==> src/rtl/simon_pkg.sv <==
// Shared definitions for the Simon game front-end: button codes, event FSM
// state encoding, default debounce depth and a priority-encode helper.
package simon_pkg;

    // Button codes as seen by the Simon FSM (bit index of the raw button bus)
    localparam logic [1:0] BTN_U = 2'd0;
    localparam logic [1:0] BTN_L = 2'd1;
    localparam logic [1:0] BTN_R = 2'd2;
    localparam logic [1:0] BTN_D = 2'd3;

    // Default number of consecutive identical tick samples to flip a level
    localparam int DEB_TICKS_DEF = 4;

    // Event FSM states: waiting for a press, or waiting for a full release
    typedef enum logic {
        S_IDLE = 1'b0,
        S_HELD = 1'b1
    } evt_state_t;

    // Lowest set bit wins: U beats L beats R beats D
    function automatic logic [1:0] lowest_set(input logic [3:0] levels);
        logic [1:0] code;
        code = BTN_U;
        if (levels[0])      code = BTN_U;
        else if (levels[1]) code = BTN_L;
        else if (levels[2]) code = BTN_R;
        else if (levels[3]) code = BTN_D;
        return code;
    endfunction

endpackage

==> src/rtl/btn_debounce_cell.sv <==
// One button channel: 2-FF synchroniser followed by a tick-sampled debounce
// counter. The debounced level flips only after DEB_TICKS consecutive tick
// samples that disagree with it; any agreeing sample restarts the count.
module btn_debounce_cell
    import simon_pkg::*;
#(
    parameter int DEB_TICKS = DEB_TICKS_DEF
) (
    input  logic clk,
    input  logic reset_n,
    input  logic tick,
    input  logic raw,
    output logic level
);

    localparam int CW = (DEB_TICKS > 2) ? $clog2(DEB_TICKS) : 1;
    localparam logic [CW-1:0] CNT_LAST = CW'(DEB_TICKS - 1);

    logic          sync_1;
    logic          sync_2;
    logic [CW-1:0] cnt;

    // Two-stage synchroniser for the asynchronous raw button
    always_ff @(posedge clk or negedge reset_n) begin
        if (!reset_n) begin
            sync_1 <= 1'b0;
            sync_2 <= 1'b0;
        end else begin
            sync_1 <= raw;
            sync_2 <= sync_1;
        end
    end

    // Count disagreeing tick samples; flip the level on the last one
    always_ff @(posedge clk or negedge reset_n) begin
        if (!reset_n) begin
            cnt   <= '0;
            level <= 1'b0;
        end else if (tick) begin
            if (sync_2 == level) begin
                cnt <= '0;
            end else if (cnt == CNT_LAST) begin
                level <= ~level;
                cnt   <= '0;
            end else begin
                cnt <= cnt + 1'b1;
            end
        end
    end

endmodule

==> src/rtl/btn_event_encoder.sv <==
// Button front-end for the Simon game: debounces the four raw buttons,
// raises one event per press episode (lowest set button wins) and holds it
// in a one-entry output slot.
//
// Handshake: evt_valid/evt_val form a valid/ready slot. Once evt_valid is
// high, evt_val is stable and evt_valid stays high until a cycle with
// evt_valid & evt_ready; the slot empties on the following clock unless a
// new event is loaded in that same cycle. An event arriving while the slot
// is full and not being accepted is dropped and flags the sticky overflow.
//
// Optional feature: define BTN_EVT_STUCK_EN to build the held-too-long
// detector; otherwise stuck is tied low.
module btn_event_encoder
    import simon_pkg::*;
#(
    parameter int N_BTN       = 4,
    parameter int DEB_TICKS   = DEB_TICKS_DEF,
    parameter int STUCK_TICKS = 500
) (
    input  logic             clk,
    input  logic             reset_n,
    input  logic             tick,
    input  logic [N_BTN-1:0] btn,
    input  logic             evt_ready,
    input  logic             ovf_clr,
    output logic             evt_valid,
    output logic [1:0]       evt_val,
    output logic [N_BTN-1:0] held,
    output logic             overflow,
    output logic             stuck,
    output evt_state_t       fsm_state
);

    // Elaboration-time parameter sanity
    if (N_BTN != 4) begin : g_bad_nbtn
        $error("btn_event_encoder: the 2-bit code needs N_BTN == 4");
    end
    if (DEB_TICKS < 2) begin : g_bad_deb
        $error("btn_event_encoder: DEB_TICKS must be at least 2");
    end
    if (STUCK_TICKS < 1) begin : g_bad_stuck
        $error("btn_event_encoder: STUCK_TICKS must be at least 1");
    end

    logic       raise;
    logic [1:0] raise_code;
    logic       ovf_set;

    // One sync+debounce channel per button
    for (genvar k = 0; k < N_BTN; k++) begin : g_cell
        btn_debounce_cell #(
            .DEB_TICKS (DEB_TICKS)
        ) u_cell (
            .clk     (clk),
            .reset_n (reset_n),
            .tick    (tick),
            .raw     (btn[k]),
            .level   (held[k])
        );
    end

    // Event FSM: one registered event pulse per release-to-press episode
    always_ff @(posedge clk or negedge reset_n) begin
        if (!reset_n) begin
            fsm_state  <= S_IDLE;
            raise      <= 1'b0;
            raise_code <= BTN_U;
        end else begin
            raise <= 1'b0;
            case (fsm_state)
                S_IDLE: begin
                    if (held != '0) begin
                        raise      <= 1'b1;
                        raise_code <= lowest_set(held);
                        fsm_state  <= S_HELD;
                    end
                end
                S_HELD: begin
                    if (held == '0) begin
                        fsm_state <= S_IDLE;
                    end
                end
                default: fsm_state <= S_IDLE;
            endcase
        end
    end

    // A new event is lost only when the slot is full and not draining
    assign ovf_set = raise & evt_valid & ~evt_ready;

    // Output slot: load on raise when empty or draining, clear on accept
    always_ff @(posedge clk or negedge reset_n) begin
        if (!reset_n) begin
            evt_valid <= 1'b0;
            evt_val   <= 2'd0;
        end else if (raise && (!evt_valid || evt_ready)) begin
            evt_valid <= 1'b1;
            evt_val   <= raise_code;
        end else if (evt_valid && evt_ready) begin
            evt_valid <= 1'b0;
        end
    end

    // Sticky overflow; a set in the same cycle beats the clear
    always_ff @(posedge clk or negedge reset_n) begin
        if (!reset_n) begin
            overflow <= 1'b0;
        end else if (ovf_set) begin
            overflow <= 1'b1;
        end else if (ovf_clr) begin
            overflow <= 1'b0;
        end
    end

`ifdef BTN_EVT_STUCK_EN
    localparam int SW = $clog2(STUCK_TICKS + 1);
    localparam logic [SW-1:0] STUCK_MAX = SW'(STUCK_TICKS);

    logic [SW-1:0] stuck_cnt;

    // Count ticks while any button is held, saturating at the limit
    always_ff @(posedge clk or negedge reset_n) begin
        if (!reset_n) begin
            stuck_cnt <= '0;
        end else if (held == '0) begin
            stuck_cnt <= '0;
        end else if (tick && stuck_cnt != STUCK_MAX) begin
            stuck_cnt <= stuck_cnt + 1'b1;
        end
    end

    assign stuck = (stuck_cnt == STUCK_MAX);
`else
    assign stuck = 1'b0;
`endif

endmodule

==> config.mk <==
export PLATFORM = sky130hd
export DESIGN_NAME = btn_event_encoder
export DESIGN_NICKNAME = d
export VERILOG_FILES = /design/src/rtl/simon_pkg.sv /design/src/rtl/btn_debounce_cell.sv /design/src/rtl/btn_event_encoder.sv
export SDC_FILE = /design/constraint.sdc
export NUM_CORES = 1
export LEC_CHECK = 0
export BUFFER_PORTS_ARGS = -buffer_cell sky130_fd_sc_hd__buf_2
export CAP_MARGIN = 20
export CELL_PAD_IN_SITES_DETAIL_PLACEMENT = 0
export CELL_PAD_IN_SITES_GLOBAL_PLACEMENT = 1
export CORE_ASPECT_RATIO = 0.5
export CORE_UTILIZATION = 40
export DETAILED_ROUTE_END_ITERATION = 10
export PLACE_DENSITY_LB_ADDON = 0.1
export SYNTH_ARGS = -nofsm -noshare
export SYNTH_HDL_FRONTEND = slang
export SYNTH_SLANG_ARGS = --single-unit
==> constraint.sdc <==
create_clock -name clk -period 1.5 [get_ports clk]
set_clock_uncertainty 0.15 [all_clocks]
set_input_delay 0.075 -clock clk [delete_from_list [all_inputs] [get_ports clk]]
set_output_delay 0.075 -clock clk [all_outputs]
set_load 0.01 [all_outputs]
==> results.sh <==
export IMPL_grt_max_degree=29
export IMPL_setup_viol_count_final=0
export IMPL_mostFrequentLayoutCell="dfrtp_1"
export IMPL_ys_warn_count=0
export IMPL_cts_htree_levels=1
export IMPL_relSlewSlack_pct=60.3
export IMPL_clk_pin_slew_ns=0.09
export IMPL_tns_ns=0
export IMPL_cts_buffers=3
export IMPL_placed_cell_area_um2=1230
export IMPL_status="finished, final reports clean"
export IMPL_power_leakage_nw=0.665
export IMPL_synth_seq_cells=28
export IMPL_num_vias=738
export IMPL_syn_inst=97
export IMPL_clock_latency_ns=0.27
export IMPL_synthAdderAreaFrac_pct=4.42
export IMPL_yosysSeqAreaShare_pct=61.9
export IMPL_fin_crit_sh_pct=96.4
export IMPL_hold_depth=3
export IMPL_hpwl_um=1310
export IMPL_cts_root_buf="clkbuf_8"
export IMPL_place_gp_congestion=0.682
export IMPL_yosysUniqueCellTypes=17
export IMPL_route_detailed_drc=0
export IMPL_synth_nets=110
export IMPL_ios=19
export IMPL_io_buffers=17
export IMPL_vdd_drop_max_uv=919
export IMPL_mostFrequentLayoutCells="dfrtp_1, buf_2, nand2_1, inv_1, dlygate4sd3_1"
export IMPL_layout_nets=135
export IMPL_ant_nets=0
export IMPL_die_x_um=77.2
export IMPL_multi_input_area_um2=342
export IMPL_post_route_min_period_ns=1.45
export IMPL_viasPerCell=4.67
export IMPL_crit_required_ns=1.54
export IMPL_seq_area_um2=701
export IMPL_synth_compound_area_share_pct=7.30
export IMPL_synthMuxAreaShare_pct=5.97
export IMPL_worst_setup_path_end_kind="flop"
export IMPL_total_power_w=0.00258
export IMPL_grt_pass1_wl_um=3020
export IMPL_p_seq_share_pct=46.1
export IMPL_diodes=0
export IMPL_clock_sinks=28
export IMPL_post_cts_setup_buffer_count=0
export IMPL_grt_ovfl_total=0
export IMPL_core_um2=2640
export IMPL_worst_setup_path_type="flop to flop"
export IMPL_area_delta_synth_final_pct=22.5
export IMPL_worst_setup_path_start_kind="flop"
export IMPL_synth_top_family_by_area="simple AND/OR/NAND/NOR gates"
export IMPL_synthesis_area_um2=1130
export IMPL_p_int_w=0.00178
export IMPL_p_clk_share_pct=22.3
export IMPL_p_sw_w=0.000800
export IMPL_grt_pass1_vias=728
export IMPL_fmax_mhz=692
export IMPL_slew_violations=0
export IMPL_start_util_pct=42.9
export IMPL_die_h_um=39.6
export IMPL_synth_xor_area_share_pct=3.10
export IMPL_fill_cells=245
export IMPL_clock_path_buffers=2
export IMPL_crit_fanout=3
export IMPL_first_pass_iters=3
export IMPL_cts_tree="yes"
export IMPL_grt_usage_pct=14.0
export IMPL_cp_data_arrival_time_ns=1.49
export IMPL_reg2reg_depth=3
export IMPL_max_cap_viol_count=0
export IMPL_combPwrFrac_pct=31.6
export IMPL_min_path_type="input port to flop"
export IMPL_hold_violations=0
export IMPL_antenna_found_initial=0
export IMPL_avgSynthCellArea_um2=11.7
export IMPL_routed_wirelength_um=1780
export IMPL_power_density_nw_per_um2=1860
export IMPL_synth_simple_area_share_pct=8.85
export IMPL_p_sw_share_pct=31.1
export IMPL_drtIter0Drc=28
export IMPL_worst_pin_slew_ns=0.595
export IMPL_final_layout_size_suffix_gt1_share_pct=24.8
export IMPL_stdcell_area_um2=1390
export IMPL_rsz0062_at_grt="false"
export IMPL_row_count=13
export IMPL_wl_per_cell_um=11.3
export IMPL_die_area_um2=3060
[sequential cells by signal (all words and copies together) (netlist names)]
register	flops
fsm_state	1
g_cell.u_cell.sync_1	4
g_cell.u_cell.sync_2	4
overflow	1
evt_valid	1
g_cell.u_cell.level	4
evt_val	2
raise	1
g_cell.u_cell.cnt	8
raise_code	2
[timing repair]
| action | 4_1_cts | 5_1_grt |
|---|---|---|
| hold buffers | 8 | 0 |
| setup endpoints to repair | 0 | 2 |
| endpoints found under the hold margin | 34 | 0 |
| resized for setup | 0 | 2 |
[final cells by class]
type                    instances  area share, %
clock buffers                   3           2.98
clock inverters                 1           2.17
inverters                      12           3.25
multi-input cells              50           24.7
flip-flops and latches         28           50.6
well taps                      37           3.34
repair buffers                 27           13.0
[kinds of logic (layout without fill, tap and decap cells)]
family                   after synthesis  count (layout)
AO/OA/AOI/OAI                         14              14
buffers and inverters                 19              43
AND/OR/NAND/NOR                       21              21
adder cells (fa/ha/maj)                4               4
other                                  1               1
XOR/XNOR                               4               4
multiplexers                           6               6
flip-flops                            28              28
[synth_stat cells, drive strengths merged]
library cell	n	area (um^2)
mux2	6	67.6
o21ai	3	15.0
buf	7	46.3
nand2	12	45.0
ha	4	50.1
xnor2	4	35.0
o22ai	7	43.8
dfrtp	28	701
or4b	3	30.0
nand2b	1	6.26
nor2	5	18.8
o22a	1	8.76
conb	1	3.75
a21oi	3	15.0
inv	12	45.0
[path summary, 6_finish.rpt]
| check | slack (ns) | to | startpoint |
|---|---|---|---|
| max reg2reg | 0.05 | g_cell[1].u_cell.cnt[0] | g_cell[1].u_cell.cnt[0] |
| max | 0.05 | g_cell[1].u_cell.cnt[0] | g_cell[1].u_cell.cnt[0] |
| max in group asynchronous | 0.61 | g_cell[1].u_cell.sync_2 | reset_n |
| min reg2reg | 0.20 | g_cell[0].u_cell.sync_2 | g_cell[0].u_cell.sync_1 |
| min | 0.04 | g_cell[0].u_cell.cnt[1] | tick |
| min in group asynchronous | 0.19 | evt_valid | reset_n |
[through the flow]
step,hold slack [ns],std cells,setup WS (ns),util [%]
after floorplan,-0.371,97,0.140,-
after global placement,-0.0503,146,0.116,46.7
after detailed placement,-0.0336,146,0.0689,46.7
after CTS,0.0371,158,0.0428,52.5
after global routing,0.0789,158,0.00912,52.6
final,0.0422,158,0.0540,52.6
[worst max-delay path, cell delays in order (launching register included)]
cell,delay [ns]
dfrtp_1,0.41
ha_1,0.22
or4b_1,0.51
o21ai_0,0.08
[power groups by stage]
stage	Sequential, W	Combinational, W	Clock [W]
after floorplan	0.00120	0.000565	0
after global placement	0.00118	0.000742	0
after detailed placement	0.00120	0.000794	0
after CTS	0.00119	0.000827	0.000595
after global routing	0.00122	0.000931	0.000618
final	0.00119	0.000813	0.000574
[metal layers]
metal / track usage, % / vias up / part of all wire (%)
li1: - / 359 / -
met1: 14.4 / 360 / 44
met2: 27.7 / 17 / 50
met3: 5.58 / 2 / 5.6
met4: 4.25 / 0 / 0.45
met5: 0 / - / 0
(Power assumes the default switching activity.)
